## src/rtl/openram_pkg.sv

```systemverilog
// Shared sizes, FSM state encoding and requester IDs for the OpenRAM port arbiter.
package openram_pkg;

    localparam int ADDR_SIZE   = 8;
    localparam int DATA_SIZE   = 32;
    localparam int WMASK_SIZE  = 4;
    localparam int SELECT_SIZE = 4;
    localparam int MAX_CHIPS   = 16;

    typedef enum logic [1:0] {
        IDLE,
        ISSUE,
        WAIT,
        CAPT
    } state_t;

    localparam logic REQ_A = 1'b0;
    localparam logic REQ_B = 1'b1;

endpackage

```

## src/rtl/openram_rr_arbiter.sv

```systemverilog
// Two-way round-robin grant; the priority pointer moves only when a grant is issued.
module openram_rr_arbiter
    import openram_pkg::*;
(
    input  logic clk,
    input  logic resetn,
    input  logic enable,
    input  logic a_req,
    input  logic b_req,
    output logic a_grant,
    output logic b_grant,
    output logic grant_id
);

    logic favour_b;

    // NOTE: every signal assigned in always_comb gets a value on every path, so no latch is inferred.
    always_comb begin
        a_grant  = enable && a_req && (!b_req || !favour_b);
        b_grant  = enable && b_req && (!a_req || favour_b);
        grant_id = b_grant ? REQ_B : REQ_A;
    end

    // NOTE: state registers use non-blocking assignments so every flop samples pre-edge values.
    always_ff @(posedge clk) begin
        if (!resetn) begin
            favour_b <= 1'b0;
        end else if (a_grant) begin
            favour_b <= 1'b1;
        end else if (b_grant) begin
            favour_b <= 1'b0;
        end
    end

endmodule

```

## src/rtl/openram_port_arbiter.sv

```systemverilog
// Shares one OpenRAM port between two requesters: arbitrate, pulse csb, wait out the
// read latency, then return the selected chip's dout (or 0 for writes) to the owner.
module openram_port_arbiter
    import openram_pkg::*;
#(
    parameter int READ_LATENCY = 1
) (
    input  logic                            clk,
    input  logic                            resetn,
    input  logic                            global_csb,
    input  logic                            a_valid,
    output logic                            a_ready,
    input  logic [SELECT_SIZE-1:0]          a_sel,
    input  logic [ADDR_SIZE-1:0]            a_addr,
    input  logic [DATA_SIZE-1:0]            a_din,
    input  logic                            a_web,
    input  logic [WMASK_SIZE-1:0]           a_wmask,
    output logic                            a_rsp_valid,
    output logic [DATA_SIZE-1:0]            a_rsp_data,
    input  logic                            b_valid,
    output logic                            b_ready,
    input  logic [SELECT_SIZE-1:0]          b_sel,
    input  logic [ADDR_SIZE-1:0]            b_addr,
    input  logic [DATA_SIZE-1:0]            b_din,
    input  logic                            b_web,
    input  logic [WMASK_SIZE-1:0]           b_wmask,
    output logic                            b_rsp_valid,
    output logic [DATA_SIZE-1:0]            b_rsp_data,
    output logic [ADDR_SIZE-1:0]            sram_addr,
    output logic [DATA_SIZE-1:0]            sram_din,
    output logic                            sram_web,
    output logic [WMASK_SIZE-1:0]           sram_wmask,
    output logic [MAX_CHIPS-1:0]            sram_csb,
    input  logic [MAX_CHIPS*DATA_SIZE-1:0]  sram_dout
);

    localparam logic [7:0] WAIT_LAST = 8'(READ_LATENCY - 2);

    state_t                  state, state_nxt;
    logic [SELECT_SIZE-1:0]  lat_sel;
    logic                    owner;
    logic [7:0]              wait_cnt;
    logic                    enable, a_grant, b_grant, grant_id, accept;
    logic                    sel_in_range;
    logic [DATA_SIZE-1:0]    rd_word;

    openram_rr_arbiter u_rr (
        .clk      (clk),
        .resetn   (resetn),
        .enable   (enable),
        .a_req    (a_valid),
        .b_req    (b_valid),
        .a_grant  (a_grant),
        .b_grant  (b_grant),
        .grant_id (grant_id)
    );

    // Ready is gated by resetn too, so nothing is offered while reset is held.
    always_comb begin
        enable       = (state == IDLE) && resetn && !global_csb;
        a_ready      = a_grant;
        b_ready      = b_grant;
        accept       = a_grant || b_grant;
        sel_in_range = int'(lat_sel) < MAX_CHIPS;
    end

    always_comb begin
        state_nxt = state;
        case (state)
            IDLE:    if (accept) state_nxt = ISSUE;
            ISSUE:   state_nxt = (READ_LATENCY == 1) ? CAPT : WAIT;
            WAIT:    if (wait_cnt == WAIT_LAST) state_nxt = CAPT;
            CAPT:    state_nxt = IDLE;
            default: state_nxt = IDLE;
        endcase
    end

    // Out-of-range selects keep every chip deselected and read back as 0.
    always_comb begin
        sram_csb = '1;
        rd_word  = '0;
        if (state == ISSUE && sel_in_range) sram_csb[lat_sel] = 1'b0;
        if (sram_web && sel_in_range) rd_word = sram_dout[lat_sel*DATA_SIZE +: DATA_SIZE];
    end

    // dout is valid throughout CAPT; it is registered on the edge leaving CAPT,
    // which puts the response pulse READ_LATENCY+1 edges after the accept edge.
    always_ff @(posedge clk) begin
        if (!resetn) begin
            state       <= IDLE;
            lat_sel     <= '0;
            owner       <= REQ_A;
            wait_cnt    <= '0;
            sram_addr   <= '0;
            sram_din    <= '0;
            sram_web    <= 1'b1;
            sram_wmask  <= '0;
            a_rsp_valid <= 1'b0;
            b_rsp_valid <= 1'b0;
            a_rsp_data  <= '0;
            b_rsp_data  <= '0;
        end else begin
            state       <= state_nxt;
            a_rsp_valid <= 1'b0;
            b_rsp_valid <= 1'b0;
            wait_cnt    <= (state == WAIT) ? wait_cnt + 8'd1 : 8'd0;
            if (accept) begin
                owner      <= grant_id;
                lat_sel    <= b_grant ? b_sel   : a_sel;
                sram_addr  <= b_grant ? b_addr  : a_addr;
                sram_din   <= b_grant ? b_din   : a_din;
                sram_web   <= b_grant ? b_web   : a_web;
                sram_wmask <= b_grant ? b_wmask : a_wmask;
            end
            if (state == CAPT) begin
                if (owner == REQ_A) begin
                    a_rsp_valid <= 1'b1;
                    a_rsp_data  <= rd_word;
                end else begin
                    b_rsp_valid <= 1'b1;
                    b_rsp_data  <= rd_word;
                end
            end
        end
    end

endmodule
```

## config.mk

```make
export PLATFORM = sky130hd
export DESIGN_NAME = openram_port_arbiter
export DESIGN_NICKNAME = d
export VERILOG_FILES = /design/src/rtl/openram_pkg.sv /design/src/rtl/openram_rr_arbiter.sv /design/src/rtl/openram_port_arbiter.sv
export SDC_FILE = /design/constraint.sdc
export NUM_CORES = 1
export LEC_CHECK = 0
export BUFFER_PORTS_ARGS = -buffer_cell sky130_fd_sc_hd__buf_4
export CAP_MARGIN = 20
export CORE_AREA = 5 5 290 292
export DETAILED_ROUTE_END_ITERATION = 8
export DIE_AREA = 0 0 295 297
export SLEW_MARGIN = 20
export SYNTH_ARGS = -nofsm -noshare
export SYNTH_HDL_FRONTEND = slang
export SYNTH_SLANG_ARGS = --single-unit
```

## constraint.sdc

```tcl
create_clock -name clk -period 2 [get_ports clk]
set_input_delay 0.1 -clock clk [delete_from_list [all_inputs] [get_ports clk]]
set_output_delay 0.1 -clock clk [all_outputs]
set_load 0.05 [all_outputs]
```

==> results.txt <==
* Unrepaired setup endpoints after global routing: true
- Fill cells in the final layout number 8778.
- The routed design has 76000 um of wire.
- Layout-stage area growth over the synthesis result: 99.4%
- The design draws 12.0 mW.
- Buffers placed on the I/O ports in this run total 743.
- After clock tree synthesis, the clock-pin slew on the worst setup and hold paths is 80 ps.
- Of all flip-flops after synthesis, the portion carrying an async set or reset was 0%.
- Counting distinct cell types in the post-synthesis netlist gives 44.
- After floorplanning, the core was divided into 105 placement rows.
- Of the cells placed in the final design, the portion with a size suffix greater than 1 is 52.7%.
- After detailed placement, the design holds a cell count of 2786.
- Final-report setup violation count: 0
- Final total negative setup slack: 0 ps
- Number of CTS-inserted buffers: 17
* Hpwl dp: 62000 um
- GRT Util Overall: 16.2%
- Initial antenna violation count: 28
- Once routing completed, OpenROAD measured the worst setup slack at 4.26 ps.
* Sum of overflow across all layers after global routing: 0
* First-pass GRT wire length: 99400 um
* Path type of the worst min-delay path: input pin to register
* Commonest register cell after synthesis: dfxtp_1
- TritonCTS sink count: 127
- The number of cells on the worst reg-to-reg path is 7.
- The pre-antenna-repair detailed-routing pass consisted of 7 iterations.
* Yosys synthesis warning count: 0
* Core Footprint: 81300 sq um
- Derived from the worst setup path, the maximum achievable clock frequency is 501 MHz.
- Final worst path period share: 99.8%
- Number of nets produced by synthesis: 1598
- Net total in the final layout: 2461
* Max-Slew Margin vs Limit: 60.8%
* Cells after synthesis: 978
- Number of DRC markers after the initial detailed-route iteration: 630
* Avg WL per Cell: 25.9 um
* Final critical-path required period: 2000 ps
- Max Transition Viols Final: 0
- Startpoint type of the worst setup path: register
* GP Congestion: 0.867
* Clock H-tree levels: 4
- STA puts the critical path data arrival time at 2360 ps.
* Max-Cap Viols: 0
- Peak supply drop: 0.000479 V
* Number of standard cells in the layout, taps in and fillers out: 2932
- Setup slack at placement: -255 ps
- DR vias/cell: 4.13
- Flop2flop setup slack: 4 ps
- Dividing total power by cell area gives a power density of 650 nW/um^2.
- At the worst endpoint, the required time is 2360 ps.
- Hold path depth: 5
- TritonCTS built the clock tree.
* Number of vias in the routed layout: 12096
* Pin count of the biggest net entering global routing: 50
- Capturing element type of the critical path: register
* Cell Area, Synth: 9280 sq um
* Most common cell after layout, fill and taps aside: buf_4
* Commonest cells after routing, fill and taps aside: buf_4 (811), mux2i_1 (238), dfxtp_1 (122)
- Final core utilization: 22.8%
- Measured along the x axis, the die boundary spans 295 um.
* Y dimension of the die: 297 um
* Reported leakage power: 7.86 nW
- Post-synthesis sequential area ratio: 27.4%
- Starting density of the core: 11.4%
- For the final database, setup skew stands at 10.3 ps.
* EDFF count, synth: 0
* Synth Register Bits: 127
* DRC Markers: 0
* Longest Clk Path Bufs: 2
- Critical path class: register to register
- Outcome: finished clean
- Averaged over all synthesized cells, the footprint is 9.49 sq um.
- The count of nets left with antenna violations once routing finished came out at 0.
- CTS placed an instance of clkbuf_16 at the clock tree root.
- Slew at the pin closest to its max-slew limit: 571 ps
- Of all nets on the critical path, the largest fanout is 32.
* Io pins: 744
* Hold violation total from the final report: 0
- The die covers 87600 sq um.
- At the later pin of the worst-skew pair, clock insertion delay measures 480 ps.
- The number of global-route vias before repair is 12347.
-- worst max-delay path, stage by stage, from the launching register on --
cell and delay (ps):
dfxtp_4 410, buf_12 230, buf_12 190, mux2i_1 280
buf_4 170, o22ai_1 130, a31oi_2 270, o21ai_1 110
-- registers in the layout, indices dropped and copies added (netlist names), 2 cells and up --
register	cells
a_rsp_data	32
b_rsp_data	32
lat_sel	4
sram_addr	8
sram_din	32
sram_wmask	4
state	2
wait_cnt	8
-- metrics by stage --
| step | hold WS [ps] | cell area (sq um) |
|---|---|---|
| floorplan | 283 | 9280 |
| global placement | 402 | 16700 |
| detailed placement | 401 | 16700 |
| CTS | 1.02 | 18300 |
| global route | 45.1 | 18500 |
| finish | 53.6 | 18500 |
-- per-layer routing --
layer	track usage (%)	share of wire [%]	up-vias
met4	3.75	1.8	26
met2	26.7	47	661
met1	19.8	41	5801
li1	-	-	5516
met5	0	0.22	-
met3	6.51	10	92
-- cell type report --
class | count | area [sq um] | area share, %
Clock inverter | 15 | 188 | 1.01
Antenna cell | 8 | 20.0 | 0.108
Clock buffer | 17 | 425 | 2.30
Sequential cell | 127 | 2550 | 13.8
Timing Repair Buffer | 942 | 7700 | 41.6
Inverter | 8 | 30.0 | 0.162
Tap cell | 1070 | 1340 | 7.23
Multi-Input combinational cell | 745 | 6260 | 33.8
-- cells in the mapped netlist (6+ instances only) --
library cell / n / area share (%)
o21ai_0: 12 / 0.65
a211oi_2: 29 / 3.9
nand3_1: 9 / 0.49
buf_2: 34 / 1.8
nor2_1: 59 / 2.4
a211oi_1: 19 / 1.5
dfxtp_1: 127 / 27
o21ai_1: 55 / 3.0
buf_4: 21 / 1.7
a31oi_1: 32 / 2.2
a22oi_1: 96 / 7.8
buf_6: 15 / 1.8
inv_1: 6 / 0.24
nand2_1: 54 / 2.2
mux4_2: 32 / 7.8
a21oi_1: 37 / 2.0
mux2i_1: 241 / 26
clkbuf_1: 25 / 1.0
o22ai_1: 32 / 2.2
-- cells by family after synthesis --
kind of cell               Yosys count  share of synthesized area [%]
AOI/OAI and AO/OA                  320                           23.8
muxes                              273                           33.8
and+or+nand+nor                    143                           6.83
DFF                                127                           27.4
buffers and inverters              106                           7.16
adders and majority gates            5                          0.674
xor gates and xnor gates             4                          0.377
-- report_power, final --
group          switching, mW  internal (mW)
Sequential             0.177           2.74
Combinational           2.99           2.57
Clock                   1.65           1.91
Total                   4.82           7.21
-- final timing paths --
check,start,endpoint
setup / recovery,lat_sel[1],a_rsp_data[3]
setup reg to reg,lat_sel[1],a_rsp_data[3]
hold reg to reg,wait_cnt[0],wait_cnt[0]
hold / removal,sram_dout[151],a_rsp_data[23]
-- timing repair --
| action | CTS | global route |
|---|---|---|
| setup buffers | 1 | 7 |
| resized for setup | 21 | 11 |
| hold endpoints to repair | 51 | 0 |
| gates cloned | 0 | 1 |
| hold buffers | 97 | 0 |
| pin swaps | 3 | 0 |
| setup endpoints to repair | 30 | 31 |
Power figures use the tool's default switching activity.
